<file path="src/rtl/traffic_light_monitor.sv">
// Traffic light lamp monitor: decodes lamp pattern into a phase, times each phase in whole
// seconds, checks pattern/order/duration and keeps a sticky first-error code and cycle count.
module traffic_light_monitor #(
  parameter int unsigned CLK_HZ = 24_000_000,
  parameter int unsigned SURE_A = 10,
  parameter int unsigned SURE_B = 9,
  parameter int unsigned SURE_C = 31,
  parameter int unsigned TOL    = 1
) (
  input  logic       sayac,
  input  logic       reset,
  input  logic       kirmizi,
  input  logic       mavi,
  input  logic       yesil,
  input  logic       hata_temizle,
  output logic [1:0] faz,
  output logic [7:0] faz_sure,
  output logic [7:0] son_sure,
  output logic       son_gecerli,
  output logic       hata,
  output logic [2:0] hata_kod,
  output logic [7:0] tur_sayisi
);

  localparam int unsigned   PW       = $clog2(CLK_HZ);
  localparam logic [PW-1:0] PrescMax = PW'(CLK_HZ - 1);

  typedef enum logic [1:0] {
    FazRst = 2'd0,
    FazA   = 2'd1,
    FazB   = 2'd2,
    FazC   = 2'd3
  } faz_e;

  logic [2:0]    giris_r;
  logic [PW-1:0] presc_q;
  faz_e          faz_q, faz_d, giris_faz;
  logic          giris_legal, degisim, gecis_ok, tick;
  logic [31:0]   beklenen;
  logic [2:0]    hata_yeni, kod_taban;

  always_ff @(posedge sayac or posedge reset) begin
    if (reset) begin
      giris_r <= 3'b100;
    end else begin
      giris_r <= {kirmizi, mavi, yesil};
    end
  end

  // Illegal patterns keep the current phase so timing carries on undisturbed.
  always_comb begin
    giris_legal = 1'b1;
    giris_faz   = faz_q;
    case (giris_r)
      3'b100:  giris_faz = FazRst;
      3'b011:  giris_faz = FazA;
      3'b010:  giris_faz = FazB;
      3'b110:  giris_faz = FazC;
      default: giris_legal = 1'b0;
    endcase
  end

  // State register
  always_ff @(posedge sayac or posedge reset) begin
    if (reset) begin
      faz_q <= FazRst;
    end else begin
      faz_q <= faz_d;
    end
  end

  // Next state
  always_comb begin
    degisim  = giris_legal && (giris_faz != faz_q);
    gecis_ok = 1'b0;
    unique case (faz_q)
      FazRst: gecis_ok = (giris_faz == FazA);
      FazA:   gecis_ok = (giris_faz == FazB);
      FazB:   gecis_ok = (giris_faz == FazC);
      FazC:   gecis_ok = (giris_faz == FazA);
      default: gecis_ok = 1'b0;
    endcase
    faz_d = degisim ? giris_faz : faz_q;
  end

  assign tick = (presc_q == PrescMax);

  // Error detection; lowest code wins when several fire together.
  always_comb begin
    beklenen = 32'd0;
    case (faz_q)
      FazA:    beklenen = SURE_A;
      FazB:    beklenen = SURE_B;
      FazC:    beklenen = SURE_C;
      default: beklenen = 32'd0;
    endcase

    hata_yeni = 3'd0;
    if (!giris_legal) begin
      hata_yeni = 3'd1;
    end else if (degisim && !gecis_ok) begin
      hata_yeni = 3'd2;
    end else if (degisim && (faz_q != FazRst) && ((32'(faz_sure) + TOL) < beklenen)) begin
      hata_yeni = 3'd3;
    end else if (!degisim && tick && (faz_q != FazRst) && (faz_sure != 8'hFF) &&
                 (32'(faz_sure) == (beklenen + TOL))) begin
      hata_yeni = 3'd4;
    end

    kod_taban = hata_temizle ? 3'd0 : hata_kod;
  end

  always_ff @(posedge sayac or posedge reset) begin
    if (reset) begin
      presc_q     <= '0;
      faz_sure    <= 8'd0;
      son_sure    <= 8'd0;
      son_gecerli <= 1'b0;
      hata        <= 1'b0;
      hata_kod    <= 3'd0;
      tur_sayisi  <= 8'd0;
    end else begin
      son_gecerli <= degisim;
      // A tick landing on the phase-change edge is dropped; the new phase starts at 0.
      if (degisim) begin
        presc_q  <= '0;
        faz_sure <= 8'd0;
        son_sure <= faz_sure;
        if ((faz_q == FazC) && (giris_faz == FazA)) begin
          tur_sayisi <= tur_sayisi + 8'd1;
        end
      end else if (tick) begin
        presc_q <= '0;
        if (faz_sure != 8'hFF) begin
          faz_sure <= faz_sure + 8'd1;
        end
      end else begin
        presc_q <= presc_q + PW'(1);
      end
      hata     <= (hata_yeni != 3'd0) || (hata && !hata_temizle);
      hata_kod <= (kod_taban == 3'd0) ? hata_yeni : kod_taban;
    end
  end

  assign faz = faz_q;

endmodule

</file>
<file path="config.mk">
export PLATFORM = sky130hd
export DESIGN_NAME = traffic_light_monitor
export DESIGN_NICKNAME = d
export VERILOG_FILES = /design/src/rtl/traffic_light_monitor.sv
export SDC_FILE = /design/constraint.sdc
export NUM_CORES = 1
export LEC_CHECK = 0
export CORE_ASPECT_RATIO = 1.2
export CORE_MARGIN = 4
export CORE_UTILIZATION = 42
export CTS_CLUSTER_DIAMETER = 120
export CTS_CLUSTER_SIZE = 28
export DETAILED_ROUTE_END_ITERATION = 6
export HOLD_SLACK_MARGIN = 0.12
export PLACE_DENSITY = 0.65
export SLEW_MARGIN = 20
export SYNTH_ARGS = -nofsm -noshare
export SYNTH_HDL_FRONTEND = slang
export SYNTH_SLANG_ARGS = --single-unit
</file>
<file path="constraint.sdc">
create_clock -name sayac -period 2.5 [get_ports sayac]
set_input_delay 0.375 -clock sayac [delete_from_list [all_inputs] [get_ports sayac]]
set_output_delay 0.375 -clock sayac [all_outputs]
set_load 0.05 [all_outputs]
</file>
# Yosys cells after proc, flatten, opt, wreduce, memory -nomap -nowiden
# Index checks and enable logic that the tools add are counted.
# word_totals
output_inout_bits	31
n_memories	0
latch_bits	0
ff_bits	59
rom_bits	0
mem_bits_rw	0
# classes
eq_ne	14
magnitude_cmp	1
addsub	5
div_mod_pow	0
mul	0
n_mux	15
reduce_logical	24
shift	0
bitwise	0
# ops
op	count
two-way mux 25 bit	2
adder 32 x 1 -> 32 bit (second input constant)	1
equality test 8 x 32 -> 1 bit	1
< comparator 9 x 32 -> 1 bit	1
adder 25 x 1 -> 25 bit (second input constant)	1
equality test 25 bit (second input constant)	1
two-way mux 8 bit	3
two-way mux 3 bit	6
adder 8 x 1 -> 8 bit (second input constant)	2
case mux 5 bit (3 select lines)	1
logical AND 1 bit	10
adder 8 x 1 -> 9 bit (second input constant)	1
equality test 2 bit (second input constant)	4
!= test 8 bit (second input constant)	1
case mux 2 bit (4 select lines)	1
equality test 3 x 2 -> 1 bit (second input constant)	2
equality test 3 bit (second input constant)	2
nonzero test 2 bit	3
equality test 2 x 1 -> 1 bit (second input constant)	2
AND reduction 2 bit	2
OR reduction 4 bit	1
logical NOT 1 bit	3
logical NOT 3 bit	1
case mux 1 bit (3 select lines)	1
other kinds (6)	6

# Depth between registers and ports, before layout
# logic_depth
depth_word	15
mapped_depth	9
depth_no_buf	9

# Least setup slack after synthesis
# OpenSTA, ideal clock, no wires.
# synth_timing
kind	flip-flop to flip-flop
from	reg faz_q[1] (netlist: faz[1])
to	reg hata_kod[0]
setup_slack_ps	28
setup_time_ps	66
path_buffers	0
t_required_ps	2434
synth_period_minus_slack_ps	2472
arrival_ps	2406
stages_incl_launch_ff	10
cell_sequence	dfrtp_1 -> inv_1 -> ha_1 -> o21bai_1 -> ha_1 -> nor2b_1 -> o2111ai_1 -> nand4b_1 -> o31ai_1 -> o311a_1
# synth_between
elab_chain_len	9
elab_cells_between_ends	23
cone_classes	order compare: 1; eq/ne: 7; mux: 7; reduce/logical: 8
# synth_rtl
item	line_no	text
start: declaration	37	faz_e faz_q, faz_d, giris_faz;
start signal: assignment	66	faz_q <= FazRst;
start signal: assignment	68	faz_q <= faz_d;
parallel branches: the longest is 6 deep, another holds < comparator 9 x 32 -> 1 bit	-	
two-way mux 3 bit *	101	end else if (degisim && !gecis_ok) begin
two-way mux 3 bit *	99	if (!giris_legal) begin
two-way mux 3 bit *	141	hata_kod <= (kod_taban == 3'd0) ? hata_yeni : kod_taban;
end signal: assignment	141	
end: declaration	21	output logic [2:0] hata_kod,
# Every way passes the cells marked *.
# A chain may end at the register's enable or synchronous reset.

# Final worst setup path
# layout_timing
from	reg faz_q[0] (netlist: faz[0])
to	reg hata_kod[1]
# Same word-level chain as after synthesis.

==> impl_metrics.env <==
export IMPL_status="completed"
export IMPL_crit_slowest_cell="dfrtp_2"
export IMPL_irDropWorstVdd_uv=371.7
export IMPL_end_kind="flop"
export IMPL_place_ws_ns=0.2243
export IMPL_cts_htree_levels=3
export IMPL_path_clk_slew_ns=0.07
export IMPL_synthesis_area_mm2=0.003296
export IMPL_crit_chain="inv_1, ha_1, o21bai_1, ha_1, nor2b_1, o2111ai_1, nand4b_1, o22ai_1, a32o_1"
export IMPL_start_util_pct=43.00
export IMPL_r2r_end="hata_kod[1]$_DFF_PP0_"
export IMPL_power_density_mw_per_mm2=654.0
export IMPL_numPortBuffers=36
export IMPL_synthFlopType="dfrtp_1"
export IMPL_die_y_um=105.0
export IMPL_die_x_um=88.87
export IMPL_nets=369
export IMPL_post_drt_wl_per_cell_um=15.00
export IMPL_route_met2_wl_um=3230
export IMPL_async_reset_ff_share_pct=100.0
export IMPL_max_slew_margin_pct=63.25
export IMPL_finalWirelength_um=6692
export IMPL_cts_buffer_depth=2
export IMPL_start_kind="flop"
export IMPL_synth_cell_types=59
export IMPL_cp_common_cell="ha_1"
export IMPL_grt_max_degree=50
export IMPL_final_common_cell="dfrtp_1"
export IMPL_dr_first_iter_drc_count=76
export IMPL_path_max_fanout=11
export IMPL_crit_family="compound AO/OA/AOI/OAI gates"
export IMPL_antenna_found_initial=0
export IMPL_vias=2432
export IMPL_grt_pass1_vias=2436
export IMPL_core_mm2=0.007664
export IMPL_utilization_pct=51.77
export IMPL_drive_above_1_share_pct=15.25
export IMPL_syn_instance_count=309
export IMPL_ys_warnings_count=0
export IMPL_dr_wl_met3_um=287
export IMPL_period_minus_slack_ns=2.217
export IMPL_detail_route_antenna_nets=0
export IMPL_dieArea_mm2=0.009334
export IMPL_cts_sinks=59
export IMPL_r2r_start="faz[0]$_DFFE_PP0N_"
export IMPL_fin_tns_setup_ns=0
export IMPL_grt_usage_pct=15.72
export IMPL_insertion_delay_ns=0.34
export IMPL_drt_pre_antenna_iters=4
export IMPL_setup_viol_count_final=0
export IMPL_cts_root_buf="clkbuf_8"
export IMPL_numCtsBuffers=9
export IMPL_top_layer="met4"
export IMPL_ys_ff_latch=59
export IMPL_cpPeakStageDelay_ns=0.47
export IMPL_rows=35
export IMPL_route_detailed_drc=0
export IMPL_vias_per_cell=5.453
export IMPL_cts_setup_buffers=0
export IMPL_finalCritPeriodShare_pct=88.68
export IMPL_fin_ws_ns=0.2830
export IMPL_place_hpwl_um=4651
export IMPL_power_mw=2.595
export IMPL_grt_ovfl_total=0
export IMPL_yosysSeqAreaShare_pct=44.84
export IMPL_p_leak_nw=1.768
export IMPL_rsz0062_at_grt="no"
export IMPL_synth_enable_flop_cells=0
export IMPL_ctsHoldBuffers=0
export IMPL_worstMarginPinSlew_ns=0.5467
export IMPL_syn_area_per_cell_um2=10.67
export IMPL_critical_path_class="reg -> reg"
export IMPL_max_cap_violations=0
export IMPL_r2r_slack_ns=0.28
export IMPL_syn2layout_area_growth_pct=20.39
export IMPL_r2r_cells=9
export IMPL_wl_met1_um=2983
export IMPL_drv_slew=0
export IMPL_max_freq_ghz=0.4511
export IMPL_layout_common_cells="dfrtp_1 (57), clkdlybuf4s50_1 (36), xor2_1 (26)"
export IMPL_grt_pass1_wl_um=11430
export IMPL_hp_class="in -> async"
export IMPL_hold_violations=0
export IMPL_required_ns=2.79
export IMPL_skew_ns=0.005946
export IMPL_path_buf_inv=1
export IMPL_ios=37
export IMPL_cp_arrival_ns=2.50
export IMPL_n_antenna_cell=0
export IMPL_syn_num_nets=329
export IMPL_place_gp_congestion=0.8697
export IMPL_cts_tree="built"
through the flow:
stage | std cells | area [µm²] | hold WS (ns)
4_1_cts | 446 | 3966 | 0.2593
5_1_grt | 446 | 3968 | 0.2802
3_3_place_gp | 430 | 3749 | 0.4644
6_report | 446 | 3968 | 0.2782
2_1_floorplan | 309 | 3296 | 0.3795
3_5_place_dp | 430 | 3749 | 0.4817
flip-flops by register name, indices dropped and copies added, names as in the netlist:
name	flops
hata	1
presc_q	25
giris_r	3
hata_kod	3
faz_sure	8
tur_sayisi	8
son_gecerli	1
son_sure	8
faz	2
power breakdown:
group / internal, mW / switching [mW] / leakage [nW] / total, mW
Combinational: 0.196 / 0.330 / 0.878 / 0.526
Sequential: 1.02 / 0.0864 / 0.796 / 1.10
Clock: 0.561 / 0.406 / 0.0947 / 0.966
final cells by class:
cell class,count,area [µm²]
inverter,10,37.54
clock buffer,10,127.6
clock inverter,6,90.09
fill,679,3696
sequential,59,1479
multi-input combinational,228,1695
tap,92,115.1
timing repair buffer,41,422.9
layer usage:
layer / up-vias / track usage, %
met3: 18 / 3.312
met4: 0 / 8.855
li1: 1172 / -
met2: 53 / 25.21
met1: 1189 / 19.11
met5: - / 0
worst max-delay path by stage:
stage / depth (start not counted) / start / endpoint / slack, ns
2_1_floorplan: 9 / faz[1]$_DFFE_PP0N_ / hata_kod[0]$_DFF_PP0_ / 0.03
3_3_place_gp: 9 / faz[0]$_DFFE_PP0N_ / hata_kod[0]$_DFF_PP0_ / 0.30
3_5_place_dp: 9 / faz[0]$_DFFE_PP0N_ / hata_kod[0]$_DFF_PP0_ / 0.22
4_1_cts: 9 / faz[0]$_DFFE_PP0N_ / hata_kod[1]$_DFF_PP0_ / 0.18
5_1_grt: 9 / faz[0]$_DFFE_PP0N_ / hata_kod[0]$_DFF_PP0_ / 0.1
6_report: 9 / faz[0]$_DFFE_PP0N_ / hata_kod[1]$_DFF_PP0_ / 0.28
logic make-up after synthesis:
kind of cell | synth area share (%)
AND/OR/NAND/NOR | 24.53
flip-flops | 44.84
AO/OA/AOI/OAI | 8.048
XOR/XNOR | 9.833
buffers and inverters | 3.720
adder cells (fa/ha/maj) | 5.315
multiplexers | 3.721
Yosys cell counts, types with 2 or more instances:
| library cell | instances | area, µm² |
|---|---|---|
| nor2_1 | 20 | 75.07 |
| or3_1 | 5 | 31.28 |
| a21oi_1 | 8 | 40.04 |
| nor4_1 | 2 | 12.51 |
| a21o_1 | 2 | 15.01 |
| nand3_2 | 2 | 20.02 |
| mux2_2 | 9 | 101.4 |
| xnor2_1 | 11 | 96.34 |
| inv_1 | 9 | 33.78 |
| and4_1 | 2 | 17.52 |
| and3_1 | 13 | 81.33 |
| o21bai_1 | 2 | 15.01 |
| buf_6 | 4 | 45.04 |
| nor2b_1 | 4 | 25.02 |
| o2111ai_1 | 4 | 35.03 |
| a211oi_1 | 2 | 15.01 |
| o31ai_1 | 2 | 15.01 |
| nor2_4 | 10 | 112.6 |
| and2_1 | 2 | 12.51 |
| nand2_1 | 19 | 71.32 |
| nand4_1 | 7 | 43.79 |
| or2_1 | 3 | 18.77 |
| clkbuf_1 | 2 | 7.510 |
| ha_1 | 14 | 175.2 |
| dfrtp_1 | 58 | 1451 |
| xor2_1 | 26 | 227.7 |
| buf_2 | 5 | 25.02 |
| nor3_1 | 6 | 30.03 |
| nand3_1 | 20 | 100.1 |
| o21ai_0 | 7 | 35.03 |
what timing repair did:
item                                    4_1_cts  5_1_grt
resized for setup                             0        1
endpoints found under the setup margin        0        2
endpoints found under the hold margin         0        0
No activity file was read; power rests on OpenSTA's default activity.
